`src/rtl/obc_pkg.sv`:
```
// Shared types and constants for the OBC distributed-arithmetic DFT datapath.
// A Q10.21 ROM word is aligned to the accumulator format by sign extension plus GUARD extra fraction bits.
package obc_pkg;

    localparam int ROM_W    = 32;
    localparam int ROM_FRAC = 21;
    localparam int GUARD    = 8;
    localparam int SUM_W    = ROM_W + 3;
    localparam int ACC_W    = SUM_W + GUARD;

    typedef enum logic [1:0] {
        IDLE,
        ACCUM,
        DONE
    } state_t;

    // The ACC_W - SUM_W difference is exactly GUARD, so alignment is a pure left shift.
    function automatic logic signed [ACC_W-1:0] align_q(input logic signed [SUM_W-1:0] w);
        return $signed({w, {GUARD{1'b0}}});
    endfunction

endpackage

```
`src/rtl/obc_shift_accumulate_if.sv`:
```
// Slice/result bus between the OBC ROM bank and one shift-accumulator instance.
interface obc_shift_accumulate_if #(
    parameter int ROM_W = obc_pkg::ROM_W,
    parameter int ACC_W = obc_pkg::ACC_W
);
    logic                    start;
    logic signed [ROM_W-1:0] offset;
    logic                    in_valid;
    logic signed [ROM_W-1:0] rom0, rom1, rom2, rom3, rom4, rom5, rom6, rom7;
    logic                    busy;
    logic                    out_valid;
    logic signed [ACC_W-1:0] y;

    modport master (
        output start, offset, in_valid,
        output rom0, rom1, rom2, rom3, rom4, rom5, rom6, rom7,
        input  busy, out_valid, y
    );

    modport slave (
        input  start, offset, in_valid,
        input  rom0, rom1, rom2, rom3, rom4, rom5, rom6, rom7,
        output busy, out_valid, y
    );
endinterface

```
`src/rtl/obc_sum8.sv`:
```
// Combinational signed adder tree over the eight ROM outputs of one bit-slice.
// Each tree level grows by one bit, so no intermediate sum can wrap.
module obc_sum8
    import obc_pkg::*;
(
    input  logic signed [ROM_W-1:0] rom [8],
    output logic signed [SUM_W-1:0] sum
);
    logic signed [ROM_W:0]   lvl1 [4];
    logic signed [ROM_W+1:0] lvl2 [2];

    always_comb begin
        for (int i = 0; i < 4; i++) begin
            lvl1[i] = (ROM_W+1)'(rom[2*i]) + (ROM_W+1)'(rom[2*i+1]);
        end
        for (int i = 0; i < 2; i++) begin
            lvl2[i] = (ROM_W+2)'(lvl1[2*i]) + (ROM_W+2)'(lvl1[2*i+1]);
        end
        sum = SUM_W'(lvl2[0]) + SUM_W'(lvl2[1]);
    end
endmodule

```
`src/rtl/obc_shift_accumulate.sv`:
```
// DA shift-accumulator: folds DATA_W slice sums LSB first, subtracts the MSB (sign) slice,
// then adds the per-bin OBC offset to form one DFT output component.
module obc_shift_accumulate
    import obc_pkg::*;
#(
    parameter int DATA_W = 16
) (
    input logic                   clk,
    input logic                   rst,
    obc_shift_accumulate_if.slave bus
);
    localparam int              CNT_W = (DATA_W > 1) ? $clog2(DATA_W) : 1;
    localparam logic [CNT_W-1:0] LAST = CNT_W'(DATA_W - 1);

    // Dropping the LSB (floor) is the only rounding in the datapath.
    function automatic logic signed [ACC_W-1:0] trunc_half(input logic signed [ACC_W-1:0] x);
        return x >>> 1;
    endfunction

    state_t                  state;
    logic [CNT_W-1:0]        cnt;
    logic signed [ACC_W-1:0] acc;
    logic signed [ACC_W-1:0] y_r;
    logic signed [ROM_W-1:0] off_r;
    logic                    busy_r;
    logic                    out_valid_r;

    logic signed [ROM_W-1:0] rom [8];
    logic signed [SUM_W-1:0] slice_sum;
    logic signed [ACC_W-1:0] s_al;
    logic signed [ACC_W-1:0] off_al;

    assign rom[0] = bus.rom0;
    assign rom[1] = bus.rom1;
    assign rom[2] = bus.rom2;
    assign rom[3] = bus.rom3;
    assign rom[4] = bus.rom4;
    assign rom[5] = bus.rom5;
    assign rom[6] = bus.rom6;
    assign rom[7] = bus.rom7;

    obc_sum8 u_sum8 (
        .rom (rom),
        .sum (slice_sum)
    );

    assign s_al   = align_q(slice_sum);
    assign off_al = align_q(SUM_W'(off_r));

    assign bus.busy      = busy_r;
    assign bus.out_valid = out_valid_r;
    assign bus.y         = y_r;

    always_ff @(posedge clk) begin
        if (rst) begin
            state       <= IDLE;
            cnt         <= '0;
            acc         <= '0;
            off_r       <= '0;
            y_r         <= '0;
            busy_r      <= 1'b0;
            out_valid_r <= 1'b0;
        end else begin
            out_valid_r <= 1'b0;
            unique case (state)
                IDLE, DONE: begin
                    if (bus.start) begin
                        acc    <= '0;
                        cnt    <= '0;
                        off_r  <= bus.offset;
                        busy_r <= 1'b1;
                        state  <= ACCUM;
                    end else begin
                        busy_r <= 1'b0;
                        state  <= IDLE;
                    end
                end
                ACCUM: begin
                    if (bus.in_valid) begin
                        if (cnt == LAST) begin
                            // MSB slice carries negative weight in two's complement.
                            y_r         <= acc - s_al + off_al;
                            out_valid_r <= 1'b1;
                            busy_r      <= 1'b0;
                            state       <= DONE;
                        end else begin
                            acc <= trunc_half(acc + s_al);
                            cnt <= cnt + 1'b1;
                        end
                    end
                end
                default: begin
                    busy_r <= 1'b0;
                    state  <= IDLE;
                end
            endcase
        end
    end
endmodule

```
`src/flat_wrapper.sv`:
```
// flat-port wrapper written by rule: the top's interface ports become plain ports
module obc_shift_accumulate_flat import obc_pkg::*;
#(
    parameter int DATA_W = 16
)
  (clk, rst, bus_start, bus_offset, bus_in_valid, bus_rom0, bus_rom1, bus_rom2, bus_rom3, bus_rom4, bus_rom5, bus_rom6, bus_rom7, bus_busy, bus_out_valid, bus_y);
  obc_shift_accumulate_if #(.ROM_W(32), .ACC_W(43)) bus_i ();
  input logic clk;
  input logic rst;
  input wire logic [$bits(bus_i.start)-1:0] bus_start;
  input wire logic [$bits(bus_i.offset)-1:0] bus_offset;
  input wire logic [$bits(bus_i.in_valid)-1:0] bus_in_valid;
  input wire logic [$bits(bus_i.rom0)-1:0] bus_rom0;
  input wire logic [$bits(bus_i.rom1)-1:0] bus_rom1;
  input wire logic [$bits(bus_i.rom2)-1:0] bus_rom2;
  input wire logic [$bits(bus_i.rom3)-1:0] bus_rom3;
  input wire logic [$bits(bus_i.rom4)-1:0] bus_rom4;
  input wire logic [$bits(bus_i.rom5)-1:0] bus_rom5;
  input wire logic [$bits(bus_i.rom6)-1:0] bus_rom6;
  input wire logic [$bits(bus_i.rom7)-1:0] bus_rom7;
  output wire logic [$bits(bus_i.busy)-1:0] bus_busy;
  output wire logic [$bits(bus_i.out_valid)-1:0] bus_out_valid;
  output wire logic [$bits(bus_i.y)-1:0] bus_y;
  assign bus_i.start = bus_start;
  assign bus_i.offset = bus_offset;
  assign bus_i.in_valid = bus_in_valid;
  assign bus_i.rom0 = bus_rom0;
  assign bus_i.rom1 = bus_rom1;
  assign bus_i.rom2 = bus_rom2;
  assign bus_i.rom3 = bus_rom3;
  assign bus_i.rom4 = bus_rom4;
  assign bus_i.rom5 = bus_rom5;
  assign bus_i.rom6 = bus_rom6;
  assign bus_i.rom7 = bus_rom7;
  assign bus_busy = bus_i.busy;
  assign bus_out_valid = bus_i.out_valid;
  assign bus_y = bus_i.y;
  obc_shift_accumulate #(.DATA_W(DATA_W)) u_core (.clk(clk), .rst(rst), .bus(bus_i));
endmodule
```
`config.mk`:
```
export PLATFORM = sky130hd
export DESIGN_NAME = obc_shift_accumulate_flat
export DESIGN_NICKNAME = d
export VERILOG_FILES = /design/src/rtl/obc_pkg.sv /design/src/rtl/obc_shift_accumulate_if.sv /design/src/rtl/obc_sum8.sv /design/src/rtl/obc_shift_accumulate.sv /design/src/flat_wrapper.sv
export SDC_FILE = /design/constraint.sdc
export NUM_CORES = 1
export LEC_CHECK = 0
export CAP_MARGIN = 20
export CELL_PAD_IN_SITES_DETAIL_PLACEMENT = 0
export CELL_PAD_IN_SITES_GLOBAL_PLACEMENT = 2
export CORE_MARGIN = 5
export CORE_UTILIZATION = 28
export DETAILED_ROUTE_END_ITERATION = 16
export PLACE_DENSITY_LB_ADDON = 0.1
export SLEW_MARGIN = 10
export SYNTH_ARGS = -nofsm -noshare
export SYNTH_HDL_FRONTEND = slang
export SYNTH_HIERARCHICAL = 1
export SYNTH_SLANG_ARGS = --single-unit
```
`constraint.sdc`:
```
create_clock -name clk -period 7.8 [get_ports clk]
set_clock_uncertainty 0.2 [all_clocks]
set_input_delay 1.56 -clock clk [delete_from_list [all_inputs] [get_ports clk]]
set_output_delay 1.56 -clock clk [all_outputs]
set_load 0.03 [all_outputs]
```
* After elaboration in Yosys (flattened, before gate mapping)
Index checks and enable logic that the tools add are counted. Widths: inputs -> output; s select.
Word-level totals: register bits after elaboration 126, word-level logic and storage cells 52, output and inout bits 45, input port bits 292
Cells by class: bitwise logic cells 2, reductions and logical operators 8, $add $sub $neg 11, muxes and demuxes 17, eq/ne operators 7
Operator list (count):
- $add 32x32->33 | 4
- $mux 43 | 3
- $pmux 43 s2 | 1
- $add 33x33->34 | 2
- $add 43x40->43 | 1
- $add 43x43->43 | 1
- $sub 43x43->43 | 1
- $add 34x34->35 | 1
- $mux 4 | 3
- $pmux 4 s2 | 1
- $ne 2x2->1 const B | 3
- $mux 1 | 5
- $add 4x1->4 const B | 1
- $eq 4x4->1 const B | 1
- $mux 2 | 2
- $pmux 2 s2 | 1
- $reduce_and 2->1 | 2
- $reduce_and 4->1 | 1
- $reduce_and 3->1 | 1
- $reduce_or 3->1 | 1
- $eq 2x1->1 const B | 1
- $eq 2x2->1 const B | 1
- $logic_not 2->1 | 1
- $ne 2x1->1 const B | 1
- other kinds (4) | 5

* Logic depth before layout (Yosys ltp)
word-level depth 7, mapped depth 30, gate-level depth less buffers 29

* Hierarchy
Netlist, hierarchy kept.
By module, submodules not included:
- obc_shift_accumulate | cells each 1363, area each 10197.3 um^2, times used 1, seq. area each 2482.4 um^2
- obc_sum8 | cells each 834, area each 7166.9 um^2, times used 1, seq. area each 0.0 um^2

* Worst setup path before layout
No wires, ideal clock.
path kind in2reg, start input bus_rom4[2], end register u_core.y_r[42], in the netlist u_core/bus.y[42], library setup time 0.132 ns, path buffers 1, cell stages on the path 28, path slack -0.551 ns, arrival 8.019 ns, required time 7.468 ns, cells stage by stage inv_1 fa_1 inv_1 fa_1 fa_1 inv_1 fa_1 inv_1 ha_1 fa_1 a21o_1 a311o_2 o22ai_4 o21a_4 o21ai_0 a21oi_1 xnor2_1 fa_1 inv_1 ha_1 clkbuf_1 nand4_1 or3_1 o32a_1 a21oi_1 o2111ai_1 a31oi_1 a21oi_1
On the way: word-level cells in the longest chain between the ends 5
Ends and longest elaborated chain:
- from (decl) | line flat_wrapper.sv:17 | input wire logic [$bits(bus_i.rom4)-1:0] bus_rom4;
- $add 32x32->33 | line obc_sum8.sv:14 | lvl1[i] = (ROM_W+1)'(rom[2*i]) + (ROM_W+1)'(rom[2*i+1]);
- $add 33x33->34 | line obc_sum8.sv:17 | lvl2[i] = (ROM_W+2)'(lvl1[2*i]) + (ROM_W+2)'(lvl1[2*i+1]);
- $add 34x34->35 | line obc_sum8.sv:19 | sum = SUM_W'(lvl2[0]) + SUM_W'(lvl2[1]);
- via u_core.slice_sum[18] | line obc_shift_accumulate.sv:29 | logic signed [SUM_W-1:0] slice_sum;
- $sub 43x43->43 | line obc_shift_accumulate.sv:82 | y_r <= acc - s_al + off_al;
- $add 43x40->43 | line obc_shift_accumulate.sv:82
- to (signal assigned) | line obc_shift_accumulate.sv:82
- to (decl) | line obc_shift_accumulate.sv:23 | logic signed [ACC_W-1:0] y_r;
The timed path passes the listed nets, and every way through them passes these cells. A chain may end at the register's enable or synchronous reset.

* Final worst setup path
start input bus_rom5[2], end register u_core.y_r[42], in the netlist u_core/bus.y[42]
On the way: word-level cells in the longest chain between the ends 5
Ends and longest elaborated chain:
- from (decl) | line flat_wrapper.sv:18 | input wire logic [$bits(bus_i.rom5)-1:0] bus_rom5;
- $add 32x32->33 | line obc_sum8.sv:14
- $add 33x33->34 | line obc_sum8.sv:17
- $add 34x34->35 | line obc_sum8.sv:19
- via u_core.slice_sum[16] | line obc_shift_accumulate.sv:29
- $sub 43x43->43 | line obc_shift_accumulate.sv:82
- $add 43x40->43 | line obc_shift_accumulate.sv:82
The timed path passes the listed nets, and every way through them passes these cells.

==> impl_metrics.toml <==
[status]
status = "complete, but fails checks"
violations = "setup timing"

[drt]
dr.max_layer_used = "met4"
wire_per_inst_um = 16.2
wl_met1_um = 22900
routed-wl-met2_um = 34300
num_vias = 16600
vias_per_cell = 4.44
initialDrtViolationCount = 478
routed-wl-met3_um = 1970
drt-pass1-iter-count = 5
drc = 0
wl_um = 60700
drtAntennaViolNets = 0

[cells_and_area]
fin_cells = 3748
fillers = 6350
drive_gt1_frac = 0.269
seqCellArea_um2 = 2480
post-route-util = 0.438
multi_input_area_um2 = 14100
nNetsFinal = 3565
syn_to_final_growth_pct = 55.2

[timing]
rsz0062_at_grt = "true"
drv_slew = 0
final.setup.tns_ns = -1.37
worstMarginPinSlew_ns = 0.920
final.setup.worst_slack_ns = -0.179
post-route-period-util = 1.02
clock.fmax_ghz = 0.125
relSlewSlack = 0.383
setup_viol = 15
finalHoldViolCount = 0
layout_min_cycle_time_ns = 7.98

[clock_tree]
cts_buffers = 17
root_buffer = "clkbuf_16"
hold_buffers = 0
clockBufferDepth = 2
cts.clk_slew.worst_paths_ns = 0.06
tritoncts = "done"
clkLatencyLatePin_ns = 0.48
clkSinkCount = 124
htreeDepth = 4

[yosys]
synth_area_per_cell_um2 = 7.90
synth.most_common_cell = "inv_1"
async_reset_ff_frac = 0
yosysWarnings = 6
yosys_register_bits = 124
synth_fp_nets = 2864
synth.area.top_cells = "fa_1, dfxtp_1, inv_1"
yosysTopAreaCellShare = 0.265
syn-cell-area_um2 = 17400
synth_cells = 2197
yosysSeqAreaShare = 0.143
synth_edf_count = 0
synth_cell_types = 76
synth_common_cells = "inv_1, fa_1, nand2_1, a21oi_1, ha_1"
yosys.area.top_type = "fa_1"
synth_flop_cell = "dfxtp_1"

[worst_setup_path]
crit_family = "adder cells"
worstSetupPathType = "in2reg"
arrival_ns = 8.11
path_buf_inv = 6
critPathLaunchType = "input pin"
cpMostUsedCell = "inv_2"
crit_path_max_incr_delay_ns = 0.59
worstPathMaxFanout = 5
end_kind = "flop"
required_ns = 7.94
slowest_stage = "fa_1"

[global_routing]
grt_pass1_vias = 18000
grt_max_degree = 67
grt_pass1_wl_um = 94500
antenna_found_initial = 2
grt-ovfl-total = 0
grt_util_all_layers = 0.179

[hold_path]
hold_class = "reg2reg"

[placement]
routabilityCongestion = 0.848
pre_cts_slack_ns = -1.63
dp.cells = 3652
io_buffers = 336
hpwl_um = 50900

[floorplan]
dieArea_um2 = 67100
dieHeight_um = 259
die_w_um = 259
initial_core_util = 0.282
io_pins = 337
rows = 91
design.core.area_um2 = 61600

[run]
drv_cap = 0
-- flip-flops by register name (all words and copies together) (netlist names) --
signal                flops
u_core/acc               42
u_core/bus.out_valid      1
u_core/state              2
u_core/bus.y             43
u_core/cnt                4
u_core/off_r             32
-- final timing paths --
path	startpoint	slack, ns	endpoint	cells after the start
setup / recovery	bus_rom5[2]	-0.18	u_core/bus.y[42]	28
hold / removal	u_core/bus.y[23]	0.25	u_core/bus.y[23]	2
hold reg to reg	u_core/bus.y[23]	0.25	u_core/bus.y[23]	2
setup reg to reg	u_core/acc[9]	3.91	u_core/bus.y[37]	14
-- worst min-delay path, stage by stage, from the launching register on --
cell,delay [ns]
dfxtp_1,0.31
nand2_1,0.05
a21oi_1,0.05
-- area by class of cell --
cell class	count	area share
Tap cell	837	0.0388
Clock inverter	11	0.00450
Timing Repair Buffer	743	0.239
Inverter	616	0.0861
Clock buffer	20	0.0166
Antenna cell	1	0.0000928
Multi-Input combinational cell	1396	0.523
Sequential cell	124	0.0921
-- metal layers --
metal | global-route usage | vias to the layer above
met5 | 0 | -
met4 | 0.0575 | 0
met3 | 0.0300 | 54
met2 | 0.354 | 234
met1 | 0.192 | 8140
li1 | - | 8209
-- repair_timing --
| action | CTS | global route |
|---|---|---|
| buffers inserted | 39 | 29 |
| gates resized for setup | 337 | 190 |
| pin swaps | 149 | 133 |
| endpoints found under the setup margin | 43 | 37 |
| endpoints found under the hold margin | 0 | 0 |
-- cell families (layout without fill, tap and decap cells) --
group                    count (synthesis)  count (layout)  synth area share
other                                    0               1                 0
flip-flops                             124             124             0.143
AO/OA/AOI/OAI                          439             439             0.164
adder cells (fa/ha/maj)                375             375             0.370
buffers and inverters                  677            1390             0.146
multiplexers                             3               3           0.00180
XOR/XNOR                                95              95            0.0479
AND/OR/NAND/NOR                        484             484             0.127
-- through the flow --
step	hold slack (ns)	cell area, um2
after floorplan	0.232	17500
after global placement	0.243	24200
after detailed placement	0.243	24200
after CTS	0.252	26000
after global routing	0.274	27000
final	0.251	27000
-- layout by cell type (no fill, tap or decap), drive strengths merged, types with 9 or more instances in the layout --
master / Yosys / layout
fa: 230 / 230
dlymetal6s2s: 0 / 11
nand3: 29 / 29
nand4: 21 / 21
o31ai: 11 / 11
o21a: 11 / 11
xnor2: 64 / 64
nand2: 212 / 212
a22oi: 20 / 20
xor2: 31 / 31
nor4: 9 / 9
a21o: 42 / 42
or3: 10 / 10
clkbuf: 58 / 23
o21bai: 24 / 24
nor2: 102 / 102
nor2b: 16 / 16
ha: 145 / 145
nor3: 32 / 32
o21ai: 66 / 66
a21oi: 168 / 168
buf: 3 / 413
clkdlybuf4s50: 0 / 248
a211oi: 11 / 11
inv: 616 / 616
o211ai: 12 / 12
dlygate4sd2: 0 / 64
nand2b: 14 / 14
dfxtp: 124 / 124
a31oi: 21 / 21
Power is left out: the tool's default activity adds up to more than one toggle a clock period on the data nets, which glitch-free logic cannot reach.
==> patch 1 (config.mk and constraints unchanged) <==
Reset style: asynchronous (`rst`), changed in one clocked block.
--- a/src/rtl/obc_shift_accumulate.sv
+++ b/src/rtl/obc_shift_accumulate.sv
@@ -51,7 +51,7 @@
     assign bus.out_valid = out_valid_r;
     assign bus.y         = y_r;
 
-    always_ff @(posedge clk) begin
+    always_ff @(posedge clk or posedge rst) begin
         if (rst) begin
             state       <= IDLE;
             cnt         <= '0;
Function: differs if rst is asserted again (counterexample within 4 cycles, from zero or initial values and one cycle with rst high); with rst held inactive, the same outputs for 10 cycles.
==> patch 1 against the unedited design <==
  * The run still ends with negative setup slack left
  * Die area is 1.2% higher
  * Highest routed layer is now met5
  * Sequential cell count is the same
  * Area after synthesis grew 1.3%
  * Register-to-register slack better by 0.05 ns
  * Final area fell by 0.25%
  * Largest cell class unchanged
  * Wire length shrank 12%
  * Critical path depth is 1 lower
  * Worst setup slack better by 0.079 ns
  * Sequential share of layout area grew 2.3 points
  * Count of clock-buffer cells in the layout down 2
Power is left out: the tool's default activity adds up to more than one toggle a clock period on the data nets, which glitch-free logic cannot reach.
==> patch 1: results (changes against the unedited design) <==
<table>
<tr><th>Metric</th><th>Value</th></tr>
<tr><th colspan="2">Run status</th></tr>
<tr><td>Run status</td><td>finished, violations left</td></tr>
<tr><td>Violations in the final reports</td><td>negative setup slack</td></tr>
<tr><th colspan="2">Placement</th></tr>
<tr><td>Minimum setup slack after placement</td><td>-1.21 ns (+0.421 ns)</td></tr>
<tr><th colspan="2">Worst setup path</th></tr>
<tr><td>Critical Path AT</td><td>8.02 ns (-0.09 ns)</td></tr>
<tr><td>Destination of the worst register-to-register timing path</td><td>u_core/bus.y[42]</td></tr>
<tr><td>Largest fanout on the critical path</td><td>4 (-1)</td></tr>
<tr><td>Worst-path cell with the longest stage delay</td><td>sky130_fd_sc_hd__fa_2</td></tr>
<tr><td>Delay contributed by the slowest stage of the critical path</td><td>0.56 ns (-0.03 ns)</td></tr>
<tr><th colspan="2">Timing</th></tr>
<tr><td>Count of endpoints failing setup in the final report</td><td>11 (-4)</td></tr>
<tr><td>Hold_ws</td><td>0.272 ns (+0.0203 ns)</td></tr>
<tr><td>Post-route setup slack</td><td>-0.0997 ns (+0.0792 ns)</td></tr>
<tr><th colspan="2">Synth</th></tr>
<tr><td>Top post-synthesis cells by count</td><td>sky130_fd_sc_hd__inv_1, sky130_fd_sc_hd__fa_1, sky130_fd_sc_hd__nand2_1</td></tr>
<tr><td>Flip-flop cell with the highest count after synthesis</td><td>sky130_fd_sc_hd__dfrtp_1</td></tr>
<tr><td>Post-synthesis cell type count</td><td>84 (+11%)</td></tr>
<tr><td>Share of the yosys chip area belonging to registers</td><td>17.6% (+3.3 points)</td></tr>
<tr><td>Synthesized net count</td><td>2779 (-3.0%)</td></tr>
<tr><td>Share of async-settable or async-resettable flops after synthesis</td><td>100% (+100 points)</td></tr>
<tr><th colspan="2">Layout</th></tr>
<tr><td>Diodes inserted</td><td>0 (-1)</td></tr>
<tr><th colspan="2">Drt</th></tr>
<tr><td>Vias after detailed routing</td><td>15.8k (-4.9%)</td></tr>
<tr><td>Vias/cell</td><td>4.32 (-2.7%)</td></tr>
<tr><td>Drt wl/cell</td><td>14.7 um (-9.5%)</td></tr>
<tr><th colspan="2">GRT</th></tr>
<tr><td>Antenna violations before repair</td><td>1 (-1)</td></tr>
<tr><td>Number of global-route vias before repair</td><td>17.4k (-3.6%)</td></tr>
<tr><th colspan="2">Hold path</th></tr>
<tr><td>Hold-critical path endpoint</td><td>u_core/bus.y[0]</td></tr>
<tr><td>Startpoint of the tightest hold check path</td><td>u_core/acc[0]</td></tr>
<tr><th colspan="2">CTS</th></tr>
<tr><td>Post-cts sizing count</td><td>302 (-10%)</td></tr>
</table>
-- patch 1: per-layer routing --
layer	vias up	share of wire [%]	routed length [um]	global-route usage, %
li1	7900	-	-	-
met1	7667	42	22300	18.9
met2	214	54	28900	30.8
met3	34	3.3	1790	2.57
met4	2	1.3	722	2.64
met5	-	0.024	13	0
-- patch 1: logic make-up after synthesis --
| group | share of synthesized area [%] |
|---|---|
| compound gates | 15.8 |
| xor+xnor | 4.87 |
| fa+ha+maj | 36.5 |
| buf+inv | 14.3 |
| flops | 17.6 |
| mux | 0.242 |
| simple gates | 10.6 |
-- patch 1: cell type report --
| type | instances | area (um2) | area share [%] |
|---|---|---|---|
| repair buffers | 727 | 6270 | 23.3 |
| inverters | 624 | 2360 | 8.77 |
| flip-flops and latches | 124 | 3100 | 11.5 |
| clock inverters | 14 | 160 | 0.596 |
| well taps | 837 | 1050 | 3.89 |
| clock buffers | 18 | 439 | 1.63 |
| multi-input cells | 1318 | 13500 | 50.2 |
==> patch 2 (config.mk and constraints unchanged) <==
Made on the original files. Re-encode `state_t` (3 states) as one-hot, 3 bits wide.
--- a/src/rtl/obc_pkg.sv
+++ b/src/rtl/obc_pkg.sv
@@ -8,10 +8,10 @@
     localparam int SUM_W    = ROM_W + 3;
     localparam int ACC_W    = SUM_W + GUARD;
 
-    typedef enum logic [1:0] {
-        IDLE,
-        ACCUM,
-        DONE
+    typedef enum logic [2:0] {
+        IDLE  = 3'b001,
+        ACCUM = 3'b010,
+        DONE  = 3'b100
     } state_t;
 
     // The ACC_W - SUM_W difference is exactly GUARD, so alignment is a pure left shift.
Formal check against the unedited RTL: same outputs for any inputs over 10 cycles, from zero or initial values and one cycle with rst high; not proved beyond that.
==> patch 2 against the unedited design <==
  * The flow still finishes with violations (negative setup slack)
  * Worst setup slack got worse by 0.046 ns
  * Sequential cell count increased by 1
  * Wire length decreased by 11%
  * Area after synthesis decreased by 0.40%
  * Final area decreased by 0.67%
  * First-iteration DRC count decreased by 2.7%
  * Fmax decreased by 0.58%
  * Largest cell class unchanged
Power is left out: the tool's default activity adds up to more than one toggle a clock period on the data nets, which glitch-free logic cannot reach.
==> patch 2: results (changes against the unedited design) <==
<table>
<tr><th>Metric</th><th>Value</th></tr>
<tr><th colspan="2">Run status</th></tr>
<tr><td>Run status</td><td>finished, violations left</td></tr>
<tr><td>Violations in the final reports</td><td>negative setup slack</td></tr>
<tr><th colspan="2">Worst setup path</th></tr>
<tr><td>R2R depth</td><td>15 (+1)</td></tr>
<tr><td>Critical Path AT</td><td>8.13 ns (+0.02 ns)</td></tr>
<tr><td>Delay contributed by the slowest stage of the critical path</td><td>0.56 ns (-0.03 ns)</td></tr>
<tr><th colspan="2">CTS</th></tr>
<tr><td>Clk Latency, worst-skew pair</td><td>0.44 ns (-0.04 ns)</td></tr>
<tr><th colspan="2">Layout</th></tr>
<tr><td>Number of nets in the layout</td><td>3515 (-1.4%)</td></tr>
<tr><td>Diodes inserted</td><td>0 (-1)</td></tr>
<tr><th colspan="2">GRT</th></tr>
<tr><td>Number of global-route vias before repair</td><td>17.8k (-1.1%)</td></tr>
<tr><td>Antenna violations before repair</td><td>0 (-2)</td></tr>
<tr><td>Overall track demand over capacity in global routing</td><td>16.2% (-1.7 points)</td></tr>
<tr><td>First-pass GRT wire length</td><td>88700 um (-6.1%)</td></tr>
<tr><th colspan="2">Placement</th></tr>
<tr><td>Final weighted congestion in routability-driven placement</td><td>0.828 (-2.3%)</td></tr>
<tr><td>Dpl hpwl</td><td>44800 um (-12%)</td></tr>
<tr><td>Minimum setup slack after placement</td><td>-1.28 ns (+0.356 ns)</td></tr>
<tr><td>Post-detailed-placement cell area</td><td>0.0241 mm2 (-0.49%)</td></tr>
<tr><th colspan="2">Synth</th></tr>
<tr><td>Top post-synthesis cells by count</td><td>sky130_fd_sc_hd__inv_1, sky130_fd_sc_hd__fa_1, sky130_fd_sc_hd__nand2_1</td></tr>
<tr><td>Share of the yosys chip area belonging to registers</td><td>14.5% (+0.17 points)</td></tr>
<tr><td>Synthesized net count</td><td>2824 (-1.4%)</td></tr>
<tr><th colspan="2">Timing</th></tr>
<tr><td>Post-route setup slack</td><td>-0.225 ns (-0.0462 ns)</td></tr>
<tr><td>Slew at the pin with the worst max-slew slack</td><td>1.01 ns (+0.0944 ns)</td></tr>
<tr><td>Count of endpoints failing setup in the final report</td><td>13 (-2)</td></tr>
<tr><th colspan="2">Drt</th></tr>
<tr><td>Vias/cell</td><td>4.40 (-0.87%)</td></tr>
<tr><td>First-iteration detailed-routing DRC count</td><td>465 (-2.7%)</td></tr>
<tr><td>Met3 Wirelength</td><td>1790 um (-9.1%)</td></tr>
<tr><td>Met2 wire len</td><td>29000 um (-15%)</td></tr>
<tr><td>Detailed-routing wirelength on met1</td><td>22400 um (-2.4%)</td></tr>
</table>
## patch 2: cell count changes after synthesis, moves of 6 or more
cell,delta
sky130_fd_sc_hd__o21bai_1,-9
sky130_fd_sc_hd__buf_6,+8
sky130_fd_sc_hd__buf_1,+6
sky130_fd_sc_hd__nor3_1,-8
sky130_fd_sc_hd__clkbuf_1,-14
sky130_fd_sc_hd__a211oi_1,+11
sky130_fd_sc_hd__nor4_1,-6
sky130_fd_sc_hd__a21oi_1,+8
sky130_fd_sc_hd__a22oi_1,-10
sky130_fd_sc_hd__nand2_1,-35
sky130_fd_sc_hd__o21ai_0,-13
sky130_fd_sc_hd__o22ai_1,+17
## patch 2: path summary, 6_finish.rpt
path,startpoint,endpoint
max,bus_rom7[2],u_core/bus.y[38]
min,u_core/bus.y[11],u_core/bus.y[11]
max reg2reg,u_core/acc[8],u_core/bus.y[39]
min reg2reg,u_core/bus.y[11],u_core/bus.y[11]
## patch 2: per-layer routing
| metal | track usage, % | up-vias |
|---|---|---|
| li1 | - | 8064 |
| met1 | 19.0 | 7746 |
| met2 | 31.2 | 219 |
| met3 | 2.88 | 36 |
| met4 | 2.67 | 0 |
| met5 | 0 | - |
## patch 2: kinds of logic (layout without fill, tap and decap cells)
logic type	after synthesis	count (layout)	share of synthesized area (%)
AOI/OAI and AO/OA	445	445	16.7
xor gates and xnor gates	98	98	4.96
adders and majority gates	375	375	37.1
buffers and inverters	680	1384	15.2
DFF	125	125	14.5
muxes	1	1	0.0579
and+or+nand+nor	433	433	11.5
## patch 2: metrics by stage
step | std cells | hold WS, ns
floorplan | 2157 | 0.232
global placement | 3566 | 0.240
detailed placement | 3566 | 0.245
CTS | 3623 | 0.254
global route | 3651 | 0.273
finish | 3651 | 0.250
## patch 2: what timing repair did
| item | CTS | global route |
|---|---|---|
| endpoints found under the setup margin | 41 | 32 |
| buffers inserted | 29 | 33 |
| resized for setup | 337 | 203 |
| pin swaps | 139 | 127 |
## patch 2: final cells by class
cell class              count  area [um2]
fillers                  6284       34700
multi-input cells        1352       14000
repair buffers            734        6330
flip-flops and latches    125        2500
inverters                 618        2330
well taps                 790         988
clock buffers              20         457
clock inverters            12         183
## patch 2: critical path: cells and delay by family
family / cells / cell delay (ns)
AOI/OAI and AO/OA: 13 / 2.35
adders and majority gates: 8 / 3.22
and+or+nand+nor: 2 / 0.19
xor gates and xnor gates: 1 / 0.16
buffers and inverters: 8 / 0.64
